[src/rtl/pipeline_ctrl_pkg.sv]
// pipeline_ctrl_pkg: shared state encoding, counter width and reset vector for the pipeline sequencer
package pipeline_ctrl_pkg;
  typedef enum logic [1:0] {
    S_RUN   = 2'd0,
    S_STALL = 2'd1,
    S_FLUSH = 2'd2,
    S_HALT  = 2'd3
  } pctl_state_e;
  localparam int FLUSH_CNT_WIDTH = 3;
  localparam logic [31:0] RST_INST_ADDR = 32'h0;
endpackage

[src/rtl/pctl_flush_cnt.sv]
// pctl_flush_cnt: loadable down-counter that stops at zero, with a nonzero flag
module pctl_flush_cnt
  import pipeline_ctrl_pkg::*;
#(
  parameter logic [FLUSH_CNT_WIDTH-1:0] INIT = 3'd2
) (
  input  logic                       clk,
  input  logic                       rst,
  input  logic                       load,
  output logic [FLUSH_CNT_WIDTH-1:0] cnt,
  output logic                       nz
);
  assign nz = |cnt;
  always_ff @(posedge clk or posedge rst)
    if (rst) cnt <= INIT;
    else cnt <= load ? INIT : cnt - FLUSH_CNT_WIDTH'(nz);
endmodule

[src/rtl/pipeline_ctrl.sv]
// pipeline_ctrl: PC redirect, hold and flush sequencer for the IF, IF/ID and ID/EX stages
module pipeline_ctrl
  import pipeline_ctrl_pkg::*;
#(
  parameter int                    ADDR_WIDTH   = 32,
  parameter int                    FLUSH_CYCLES = 2,
  parameter logic [ADDR_WIDTH-1:0] RST_ADDR     = ADDR_WIDTH'(RST_INST_ADDR)
) (
  input  logic                  clk,
  input  logic                  rst,
  input  logic                  jump_req_i,
  input  logic [ADDR_WIDTH-1:0] jump_addr_i,
  input  logic                  trap_req_i,
  input  logic [ADDR_WIDTH-1:0] trap_addr_i,
  input  logic                  div_busy_i,
  input  logic                  load_use_i,
  input  logic                  halt_req_i,
  output logic                  pc_hold_o,
  output logic                  if_id_hold_o,
  output logic                  if_id_flush_o,
  output logic                  id_ex_flush_o,
  output logic                  redirect_o,
  output logic [ADDR_WIDTH-1:0] redirect_addr_o,
  output logic                  halted_o
);
  pctl_state_e state, state_nxt, prog;
  logic trap_pend, first, eff_trap, take_trap, take_jump, redirect, cnt_nz;
  logic [ADDR_WIDTH-1:0] trap_addr_q;
  logic [FLUSH_CNT_WIDTH-1:0] cnt;
  assign eff_trap  = trap_req_i || trap_pend;
  assign take_trap = eff_trap && !div_busy_i && state != S_HALT;
  assign take_jump = !take_trap && jump_req_i && !div_busy_i;
  assign redirect  = take_trap || take_jump;
  assign redirect_o      = !rst && redirect;
  assign redirect_addr_o = rst ? RST_ADDR : take_trap ? (trap_pend ? trap_addr_q : trap_addr_i) : jump_addr_i;
  assign pc_hold_o       = !rst && !redirect && (div_busy_i || load_use_i || state == S_HALT);
  assign if_id_hold_o    = pc_hold_o;
  assign if_id_flush_o   = state == S_FLUSH && cnt_nz;
  assign id_ex_flush_o   = rst || (!div_busy_i && ((state == S_FLUSH && first) ||
                           (!redirect && (load_use_i || state == S_HALT))));
  assign halted_o        = state == S_HALT;
  pctl_flush_cnt #(.INIT(FLUSH_CNT_WIDTH'(FLUSH_CYCLES))) u_flush_cnt (
    .clk  (clk),
    .rst  (rst),
    .load (redirect),
    .cnt  (cnt),
    .nz   (cnt_nz)
  );
  always_comb begin
    prog      = state == S_FLUSH ? (cnt > FLUSH_CNT_WIDTH'(1) ? S_FLUSH : S_RUN) :
                state == S_HALT && halt_req_i ? S_HALT : S_RUN;
    state_nxt = redirect ? S_FLUSH : div_busy_i ? S_STALL :
                !load_use_i && halt_req_i && state == S_RUN ? S_HALT : prog;
  end
  always_ff @(posedge clk or posedge rst)
    if (rst) begin
      state       <= S_FLUSH;
      first       <= 1'b1;
      trap_pend   <= 1'b0;
      trap_addr_q <= RST_ADDR;
    end else begin
      state     <= state_nxt;
      first     <= redirect;
      trap_pend <= eff_trap && !take_trap;
      if (trap_req_i && !take_trap) trap_addr_q <= trap_addr_i;
    end
endmodule

[config.mk]
export PLATFORM = sky130hd
export DESIGN_NAME = pipeline_ctrl
export DESIGN_NICKNAME = d
export VERILOG_FILES = /design/src/rtl/pipeline_ctrl_pkg.sv /design/src/rtl/pctl_flush_cnt.sv /design/src/rtl/pipeline_ctrl.sv
export SDC_FILE = /design/constraint.sdc
export NUM_CORES = 1
export LEC_CHECK = 0
export BUFFER_PORTS_ARGS = -buffer_cell sky130_fd_sc_hd__buf_2
export CORE_UTILIZATION = 45
export CTS_BUF_LIST = sky130_fd_sc_hd__clkbuf_16
export DETAILED_ROUTE_END_ITERATION = 10
export PLACE_DENSITY = 0.83
export SLEW_MARGIN = 20
export SYNTH_ARGS = -nofsm -noshare
export SYNTH_HDL_FRONTEND = slang
export SYNTH_SLANG_ARGS = --single-unit
[constraint.sdc]
create_clock -name clk -period 1.9 [get_ports clk]
set_input_delay 0.19 -clock clk [delete_from_list [all_inputs] [get_ports clk]]
set_output_delay 0.19 -clock clk [all_outputs]
set_load 0.005 [all_outputs]
# Word-level counts from Yosys, hierarchy flattened
# Cells that the tools add are included.
# totals
ff_bits,39
inputBits,71
out_inout_bits,38
word_cells,50
# classes
magnitude_cmp,1
n_addsub,1
eq_ne,3
muxes,10
n_reduce_logical,30
# op_table
cell,count
$mux W32,3
$logic_and A1 B1 Y1,16
$mux W2,6
$logic_or A1 B1 Y1,7
$logic_not A1 Y1,5
$eq A2 B2 Y1 const B,2
$gt A3 B1 Y1 const B,1
$mux W3,1
$reduce_or A3 Y1,1
$sub A3 B1 Y3,1
$logic_not A2 Y1,1
$ne A2 B2 Y1 const B,1

# Longest topological paths before layout
# Gate-level depths: netlist (run 1).
# depth
depth_word,12
ltp_mapped,6
mapped_depth_nobuf,5

# Cells and area by module
# A second synthesis (run 1) with hierarchy kept.
# hier_totals
hier_cells,229
area_unflattened_um2,2448.6
# modules_own_cells
mod,cells_each,seq_area_each_um2,area_per_inst_um2,instances
pipeline_ctrl,216,903.4,2307.2,1
pctl_flush_cnt,13,76.3,141.4,1

# Worst setup path after synthesis (run 1)
# OpenSTA, ideal clock, no wires.
# synth_path
path_type,reg-to-output
startpoint,register state[1]
endpoint,output pc_hold_o
slack_ns,0.390
path_buffers,2
stages_incl_launch_ff,5
arrival_time_ns,1.320
required_time_ns,1.710
path_cell_list,dfstp_2 -> a21oi_2 -> buf_4 -> a221oi_1 -> buf_4
# synth_between
elab_chain_cells,9
word_cells_on_any_way,11
cone_classes,2 x eq/ne; 9 x reduce/logical
# synth_lines
element,line_no,rtl
"start, declared",pipeline_ctrl.sv:26,"pctl_state_e state, state_nxt, prog;"
"start signal, assigned",pipeline_ctrl.sv:62,state <= state_nxt;
$ne A2 B2 Y1,pipeline_ctrl.sv:31,assign take_trap = eff_trap && !div_busy_i && state != S_HALT;
$logic_and A1 B1 Y1,pipeline_ctrl.sv:31,
$logic_not A1 Y1,pipeline_ctrl.sv:32,assign take_jump = !take_trap && jump_req_i && !div_busy_i;
$logic_and A1 B1 Y1 (2 in a row),pipeline_ctrl.sv:32,
$logic_or A1 B1 Y1,pipeline_ctrl.sv:33,assign redirect = take_trap || take_jump;
$logic_not A1 Y1,pipeline_ctrl.sv:36,assign pc_hold_o = !rst && !redirect && (div_busy_i || load_use_i || state == S_HALT);
$logic_and A1 B1 Y1,pipeline_ctrl.sv:36,
$logic_and A1 B1 Y1 *,pipeline_ctrl.sv:36,
"end, declared",pipeline_ctrl.sv:18,"output logic pc_hold_o,"
# Every way passes the cells marked *; elsewhere a longest branch is shown, timed or not.

# Worst setup path in the final report (run 1)
# layout_path
startpoint,register state[1]
endpoint,output redirect_addr_o[2]
# layout_between
elab_chain_cells,4
# layout_lines
element,line_no,rtl
$ne A2 B2 Y1,pipeline_ctrl.sv:31,
$logic_and A1 B1 Y1,pipeline_ctrl.sv:31,
$mux W32 (2 in a row),pipeline_ctrl.sv:35,assign redirect_addr_o = rst ? RST_ADDR : take_trap ? (trap_pend ? trap_addr_q : trap_addr_i) : jump_addr_i;
"end, declared",pipeline_ctrl.sv:23,"output logic [ADDR_WIDTH-1:0] redirect_addr_o,"
# Every way passes these cells.

==> results of run 1 <==
layer usage:
layer / GRT usage / share of wire / up-vias / routed length (um)
met1: 0.2637 / 0.44 / 1027 / 2533
met4: 0.04321 / 0.0093 / 0 / 54
met2: 0.3658 / 0.50 / 77 / 2873
met5: 0 / 0 / - / 0
met3: 0.03968 / 0.059 / 4 / 341
li1: - / - / 1072 / -
repair_timing:
| action | 4_1_cts | 5_1_grt |
|---|---|---|
| cloned | 0 | 0 |
| buffers inserted | 1 | 1 |
| endpoints found under the setup margin | 2 | 30 |
| resized for setup | 1 | 7 |
where the power goes:
group	total, W	switching [W]	internal [W]
combinational	0.000848	0.000408	0.000440
sequential	0.00109	0.0000904	0.00100
clock	0.000915	0.000303	0.000611
total	0.00286	0.000801	0.00205
through the flow:
step	utilization	total power (W)
after detailed placement	0.5866	0.001938
after global placement	0.5866	0.001896
after global routing	0.6272	0.003031
after floorplan	-	0.001660
after CTS	0.6207	0.002867
final	0.6272	0.002856
sequential cells by signal, indices dropped and copies added, names as in the netlist:
| signal | cells |
|---|---|
| first | 1 |
| state | 2 |
| trap_addr_q | 32 |
| trap_pend | 1 |
| u_flush_cnt.cnt | 3 |
critical path, delay by kind of cell (launching register included):
family / cells / cell delay (ps)
buf+inv: 2 / 320
flops: 1 / 570
simple gates: 2 / 230
compound gates: 1 / 210
kinds of logic after synthesis:
| logic type | Yosys count | share of synthesized area |
|---|---|---|
| flip-flops | 39 | 0.3989 |
| buffers and inverters | 29 | 0.06928 |
| multiplexers | 65 | 0.2812 |
| AND/OR/NAND/NOR | 18 | 0.04076 |
| adder cells (fa/ha/maj) | 2 | 0.01019 |
| XOR/XNOR | 1 | 0.003567 |
| AO/OA/AOI/OAI | 74 | 0.1961 |
Yosys cell counts:
library cell,count
sky130_fd_sc_hd__a211oi_1,32
sky130_fd_sc_hd__a21oi_1,33
sky130_fd_sc_hd__a21oi_2,1
sky130_fd_sc_hd__a221oi_1,1
sky130_fd_sc_hd__a2bb2oi_1,1
sky130_fd_sc_hd__a311o_1,1
sky130_fd_sc_hd__a41oi_1,1
sky130_fd_sc_hd__and2_4,1
sky130_fd_sc_hd__and3b_1,1
sky130_fd_sc_hd__buf_2,10
sky130_fd_sc_hd__buf_4,5
sky130_fd_sc_hd__buf_6,4
sky130_fd_sc_hd__clkbuf_1,4
sky130_fd_sc_hd__dfrtp_1,36
sky130_fd_sc_hd__dfstp_2,3
sky130_fd_sc_hd__ha_1,2
sky130_fd_sc_hd__inv_1,6
sky130_fd_sc_hd__mux2_1,4
sky130_fd_sc_hd__mux2_2,28
sky130_fd_sc_hd__mux2i_1,33
sky130_fd_sc_hd__nand2_1,3
sky130_fd_sc_hd__nand2b_1,1
sky130_fd_sc_hd__nor2_1,4
sky130_fd_sc_hd__nor2_2,1
sky130_fd_sc_hd__nor2b_1,1
sky130_fd_sc_hd__nor3_1,3
sky130_fd_sc_hd__nor3_2,1
sky130_fd_sc_hd__o21ai_0,2
sky130_fd_sc_hd__o21ai_1,1
sky130_fd_sc_hd__o21ai_4,1
sky130_fd_sc_hd__or2_1,1
sky130_fd_sc_hd__or3_1,1
sky130_fd_sc_hd__xnor2_1,1
worst max path at each step:
stage / startpoint / to / slack, ps
CTS: state[1] / redirect_addr_o[13] / 20
global route: state[0] / redirect_addr_o[26] / -20
detailed placement: state[1] / redirect_addr_o[10] / 260
finish: state[1] / redirect_addr_o[2] / 100
global placement: state[1] / redirect_addr_o[10] / 310
floorplan: state[1] / pc_hold_o / 390
final cells by class:
type,count,area (sq um)
repair buffers,122,660.6
clock buffers,5,125.1
flip-flops and latches,39,982.2
fillers,441,1928
inverters,6,22.52
well taps,70,87.58
multi-input cells,160,1328
clock inverters,3,38.79
==> results.txt, run 1 <==
The average instance area after synthesis works out to 10.77 sq um. The static leakage is 1.576 nW, and the length of the first detailed-routing pass in iterations is 4. The run finished with clean final reports. The H-tree generated during clock tree synthesis spans 2 levels.

At the end of routability-driven placement, the weighted congestion stood at 0.8249. Across all hold checks on the routed design, the worst slack comes to 146.1 ps. The logs give 0.4748 for the initial standard-cell utilization of the core and 2,180 for the routed via count. Across the run, the number of max-cap violations was 0. In this run, the number of DRC markers left after iteration 0 of detailed routing was 96.

The setup slack after layout is 95.41 ps, and the core outline area is 5172 sq um. For this run, design rule violations remaining after detail routing come to 0. Traced cell by cell, the critical path runs through and2_4 > nor3_4 > buf_6 > a211oi_1 > buf_2. For the pin with the worst max-slew slack, the measured transition is 700.5 ps. The share of cells above drive strength 1 was 0.5075; the average routed wire per standard cell was 14.33 um.

The number of vias per cell after detailed routing was 5.383; the pin count of the biggest net entering global routing was 37. With fillers left out, the area of the finished cells amounts to 3244 sq um. Relative to the synthesized area, the layout overhead comes to 32.09%.

The run gives 270 ps as the clock latency on the worst-skew pair. The leading cell type in the layout, fill and taps excluded is sky130_fd_sc_hd__buf_2. The worst stage delay on the critical path was 570 ps; the buffer levels on the longest clock path was 2.

Portion of the clock cycle consumed by the worst path in the final layout: 0.9498. The run gives 395 as the count of placed standard cells including taps. The global-route usage over all layers is 0.2071.

The end of the worst register-to-register path was trap_addr_q[31]. After clock tree synthesis, the clock-pin slew on the worst setup and hold paths is 60 ps. STA classifies the critical path endpoint as a primary output. For this design the ratio of total power to cell area is 880.2 nW/um^2. The number of cells on the worst reg-to-reg path is 5.

The first global-routing pass estimated 8.935 mm of wire. The headroom to the max-slew limit was 0.5330. The startpoint identified for the worst register-to-register timing path is state[0]. Across the VDD grid, the largest voltage drop is 505.7 uV. The setup slack after placement is 259.4 ps, and the maximum clock rate is 0.5541 GHz.

The placed instance area was 3034 sq um. The maximum fanout encountered on the critical timing path came out at 17. The worst path needs 1805 ps of the cycle, external delays included.

The portion of synthesized cell area occupied by the leading cell type was 0.3668; the flip-flop and latch count after synthesis was 39. Once detail routing completed, the nets flagged for antenna violations numbered 0. Antenna cell count: 0.

The critical path class was register to primary output. Initial antenna violation count: 0. The via count of the first global-routing pass is 1,925, and the setup slack on the worst flop-to-flop path is 200 ps.

Leaving out filler cells and counting taps, the final layout contains 405. Setup violations remaining at the end of the flow were counted as 0. The quantity of I/O buffers inserted on ports is 108. The final-layout setup total negative slack is 0 ps, and the post-route clock skew is 5.018 ps.

The mapped netlist covers 2456 sq um. The die area was 5758 sq um. The largest total area in the synthesized netlist belongs to sky130_fd_sc_hd__dfrtp_1. The number of standard-cell rows in the floorplan is 26. The launching element type of the critical path is a register. At the end of the flow, the number of nets in the layout was 407. The tools report the proportion of synthesized chip area in sequential cells as 0.3989. From left edge to right edge, the die measures 75.88 um. Clock tree synthesis selected as its root buffer the cell sky130_fd_sc_hd__clkbuf_16. The net count after synthesis is 301. The die extent in y is 75.88 um. By area the synthesized netlist is led by sky130_fd_sc_hd__dfrtp_1, sky130_fd_sc_hd__mux2i_1, sky130_fd_sc_hd__mux2_2, sky130_fd_sc_hd__a211oi_1, sky130_fd_sc_hd__a21oi_1.

The final count of pins violating max slew is 0. Counting distinct cell types in the post-synthesis netlist gives 33. For the required arrival time at the worst endpoint, the log shows 1710 ps. The cell type of the slowest stage on the worst timing path was sky130_fd_sc_hd__dfstp_2. The run gives 39 as the clock sink total. Detailed placement ended at an HPWL of 4.299 mm. Setup repair after global routing could not meet its margin everywhere. TritonCTS built the clock tree.

The final layout contains routed wiring with a total length of 5.802 mm. Data on the critical path arrives at its endpoint at 1610 ps. During synthesis, Yosys emitted a total of 0 warnings. The run gives 0 as the total count of hold-check failures in the final report.

The min-delay analysis places its worst path in the category input pin to async pin. The run gives 228 as the gate count after technology mapping. 109 I/O pins were placed. Hold repair after CTS inserted 0 buffers. Overflow left after global routing: 0.

In the layout the commonest cells are sky130_fd_sc_hd__buf_2, sky130_fd_sc_hd__dfrtp_1, sky130_fd_sc_hd__a21oi_1, sky130_fd_sc_hd__mux2i_1, sky130_fd_sc_hd__a211oi_1. In this run, CTS created clock tree buffers numbering 5.
(Power assumes the default switching activity.)
==> inputs of run 2 (changes only) <==
--- a/config.mk
+++ b/config.mk
@@ -5,6 +5,7 @@
 export SDC_FILE = /design/constraint.sdc
 export NUM_CORES = 1
 export LEC_CHECK = 0
+export ABC_AREA = 1
 export BUFFER_PORTS_ARGS = -buffer_cell sky130_fd_sc_hd__buf_2
 export CORE_UTILIZATION = 45
 export CTS_BUF_LIST = sky130_fd_sc_hd__clkbuf_16
==> run 2 against run 1 <==
  * First-iteration DRC count grew 55%
  * Non-clock buffer count decreased by 5
  * Final cell count increased by 33%
  * Combinational power up 5.9%
  * Synthesized cell count increased by 60%
  * Core utilization shrank 0.65 points
  * Global-route usage grew 1.0 points
  * Highest routed layer unchanged
  * Clock skew is 1.3 ps lower
  * Sequential share of layout area rose by 0.28 points
  * Clock power grew 2%
==> results.txt, run 2 <==
The quantity of I/O buffers inserted on ports was 108 (unchanged). The critical path in this run is classified as register to primary output. Via count of the first global-routing pass: 2,173 (+13%). In this design, the largest share of critical-path delay is due to flip-flops. The portion of synthesized cell area occupied by the leading cell type works out to 0.3700 (+0.003204). The proportion of synthesized chip area in sequential cells is 0.4024 (+0.003485), and the worst stage delay on the critical path is 560 ps (about the same).

The maximum fanout encountered on the critical timing path was 6 (-11). The path class of the tightest hold or removal check is input pin to register. The CTS H-tree depth was 2 (unchanged); the antenna cell count was 0 (unchanged). The setup slack after placement was 128.7 ps (-130.7 ps); the number of buffer and inverter stages on the critical path was 2 (unchanged). The total of max-cap violations was 0 (unchanged).

The cell type of the slowest stage on the worst timing path was sky130_fd_sc_hd__dfstp_2. The total setup violations reported at the end of the flow was 0 (unchanged); the total detailed-routing wirelength was 5.850 mm (+0.83%). The portion of total power attributed to combinational logic was 0.306 (+0.009). The number of flip-flops under the largest register name was 32 (unchanged). The run gives 5172 sq um (unchanged) as the core outline area. The average routed wire per standard cell is 10.87 um (-24%), and the initial antenna violation count is 0 (unchanged).

Traced cell by cell, the critical path runs through nand2_4 > nand3_4 > nand2_1 > inv_1 > nor2_1 > buf_2. The overflow left after global routing was 0 (unchanged). The global-route usage over all layers came out at 0.2175 (+0.01039).

Clock sink total: 39 (unchanged). For the remaining routing DRC violations, the log shows 0 (unchanged). The die extent in y is 75.56 um (-0.43%). The power per unit of standard cell area works out to 913.4 nW/um^2 (+3.8%). After synthesis, the most frequently instantiated cells are sky130_fd_sc_hd__o21ai_0, sky130_fd_sc_hd__nand2_1, sky130_fd_sc_hd__nor2_1. The tree is rooted in a sky130_fd_sc_hd__clkbuf_16. The library cell used most frequently in the layout, excluding fill and tap cells, is sky130_fd_sc_hd__buf_2. Final-layout setup total negative slack: 0 ps (unchanged).

The switching power share of the total is 0.3155 (+0.03488). The number of ports placed on the die boundary is 109 (unchanged). The run gives 0.6207 (-0.006532) as the share of the core filled with cells in the final layout. The tools report the final count of pins violating max slew as 0 (unchanged).

The largest registers in the layout are trap_addr_q x32, u_flush_cnt.cnt x3, state x2. For the maximum clock rate, the log shows 0.5635 GHz (+1.7%). The portion of the clock cycle consumed by the worst path in the final layout is 0.9340 (-0.01574).

The horizontal die dimension is 75.56 um (-0.43%). The tools report the final HPWL from detailed placement as 4.104 mm (-4.5%). The static leakage is 1.792 nW (+14%). The antenna violation net count after detailed routing is 0 (unchanged).

Post-route clock skew: 3.751 ps (-1.267 ps). For the final weighted congestion in routability-driven placement, the log shows 0.8038 (-2.6%). The average instance area after synthesis came out at 6.671 sq um (-38%). Setup repair after global routing left no endpoint under its margin. The net switching power came out at 0.0009253 W (+15%).

The clock latency on the worst-skew pair is 280 ps (about the same). The routed via count was 2,545 (+17%). The flip-flop and latch count after synthesis works out to 39 (unchanged). sky130_fd_sc_hd__o21ai_0 is the most common cell in the netlist. Gate count after technology mapping: 365 (+60%). TritonCTS built the clock tree.

The pin slew with the least headroom to its limit works out to 551.3 ps (-149.2 ps). The flow ran to the end, and the final reports show no timing, DRC or antenna violations. From synthesis to final layout, the design area changed by 31.86%.

The run gives 540 (+33%) as the final layout net count. For the number of different library cells in the post-synthesis netlist, the log shows 20 (-39%). The worst setup path is captured at a primary output. The run gives 1167 sq um (-12%) as the area taken by multi-input logic gates. The tools report the proportion of power drawn by the clock network as 0.318 (-0.002). The headroom to the max-slew limit is 0.6325 (+0.09945). The number of standard-cell rows in the floorplan was 26 (unchanged); the setup slack after layout was 125.3 ps (+29.90 ps). The share of async-settable or async-resettable flops after synthesis came out at 1.000 (unchanged).

Proportion of power drawn by flip-flops and latches: 0.376 (-0.007). STA classifies the critical path startpoint as a register. The run gives 0.4707 (-0.004112) as the initial standard-cell utilization of the core.

The share of cells above drive strength 1 came out at 0.2906 (-0.2169). The total count of hold-check failures in the final report was 0 (unchanged); the final worst hold slack was 163.6 ps (+17.55 ps). The final period demand of the worst path was 1775 ps (-29.90 ps). The die area was 5709 sq um (-0.85%). The run gives 478 (+8.4%) as the count of filler cells inserted in the layout. The global-route wire length before repair came out at 9.328 mm (+4.4%).

Ranked by total cell area, the synthesized netlist is headed by sky130_fd_sc_hd__dfrtp_1, sky130_fd_sc_hd__o21ai_0, sky130_fd_sc_hd__nand2_1, sky130_fd_sc_hd__nor2_1, sky130_fd_sc_hd__inv_1. The length of the first detailed-routing pass in iterations was 4 (unchanged); the maximum vdd ir drop was 739.2 uV (+46%). The register bank with the most flops is trap_addr_q. The synthesis warning total was 0 (unchanged). The pin count of the biggest net entering global routing is 65 (+76%). The number of vias per cell after detailed routing came out at 4.730 (-12%). The tools report the number of buffers created by CTS as 5 (unchanged). For this run, the leading register cell type out of synthesis is sky130_fd_sc_hd__dfrtp_1.

The buffer levels on the longest clock path was 2 (unchanged); the clock-pin slew on the worst setup and hold paths was 60 ps (about the same). The top cell types in the final layout, fill and taps aside, are sky130_fd_sc_hd__buf_2, sky130_fd_sc_hd__o21ai_0, sky130_fd_sc_hd__nand2_1. The post-synth design cell area was 2435 sq um (-0.87%). The required arrival time at the worst endpoint was 1710 ps (about the same). The net count after synthesis is 438 (+46%), and the sequential cell area in the final layout is 980.9 sq um (-0.13%). The tools report the number of DRC markers in iteration 0 as 149 (+55%).

The data arrival at the endpoint of the critical path is 1580 ps (-30 ps). Number of flops mapped to enable cells by yosys: 0 (unchanged). The synthesized design spends more area on one cell type than any other, namely sky130_fd_sc_hd__dfrtp_1. The run gives 0.002007 W (-2.3%) as the internal cell power.
## run 2: final cells by class
class / count / share of cell area
clock buffers: 5 / 0.03897
flip-flops and latches: 39 / 0.3055
clock inverters: 3 / 0.01364
multi-input cells: 260 / 0.3636
repair buffers: 117 / 0.1980
inverters: 44 / 0.05300
well taps: 70 / 0.02728
## run 2: what timing repair did
| action | 4_1_cts | 5_1_grt |
|---|---|---|
| endpoints found under the setup margin | 32 | 36 |
| cloned | 1 | 0 |
| endpoints found under the hold margin | 24 | 0 |
| pin swaps | 1 | 1 |
| gates resized for setup | 3 | 4 |
| setup buffers | 2 | 0 |
| hold buffers | 1 | 0 |
## run 2: cell families (layout without fill, tap and decap cells)
family / count (synthesis) / after routing / synth area share
and+or+nand+nor: 157 / 158 / 0.2549
AOI/OAI and AO/OA: 99 / 99 / 0.2035
buffers and inverters: 67 / 169 / 0.1254
DFF: 39 / 39 / 0.4024
adders and majority gates: 2 / 2 / 0.01028
xor gates and xnor gates: 1 / 1 / 0.003598
## run 2: worst paths after layout
kind | from | to | slack, ps | cells after the start
worst min register to register | trap_addr_q[20] | trap_addr_q[20] | 490 | 2
max in group asynchronous | rst | state[1] | 1100 | 4
worst max-delay path | state[1] | redirect_o | 130 | 6
worst max register to register | state[1] | trap_addr_q[14] | 310 | 5
min in group asynchronous | rst | trap_addr_q[22] | 510 | 4
worst min-delay path | trap_addr_i[30] | trap_addr_q[30] | 160 | 3
## run 2: tightest hold or removal path, cell delays in order
cell and delay, ps:
sky130_fd_sc_hd__buf_2 90, sky130_fd_sc_hd__inv_1 50, sky130_fd_sc_hd__o21ai_1 60
## run 2: layer usage
metal	GRT usage	share of wire	wire [um]	vias to the layer above
met5	0	0	0	-
met1	0.2878	0.47	2723	1114
met2	0.3571	0.47	2726	80
li1	-	-	-	1345
met3	0.04762	0.059	347	6
met4	0.06996	0.0092	54	0
## run 2: power groups by stage
stage | clock network, W | logic (W) | registers [W]
after floorplan | 0 | 0.000628 | 0.00109
after global placement | 0 | 0.000841 | 0.00110
after detailed placement | 0 | 0.000876 | 0.00111
after CTS | 0.000956 | 0.000902 | 0.00110
after global routing | 0.000989 | 0.00106 | 0.00112
final | 0.000932 | 0.000898 | 0.00110
## run 2: stage by stage
step / instance area, sq um / power [W] / std cells
after global placement: 2982 / 0.001942 / 526
final: 3211 / 0.002933 / 538
after global routing: 3211 / 0.003172 / 538
after detailed placement: 2982 / 0.001989 / 526
after CTS: 3194 / 0.002956 / 538
after floorplan: 2436 / 0.001718 / 365
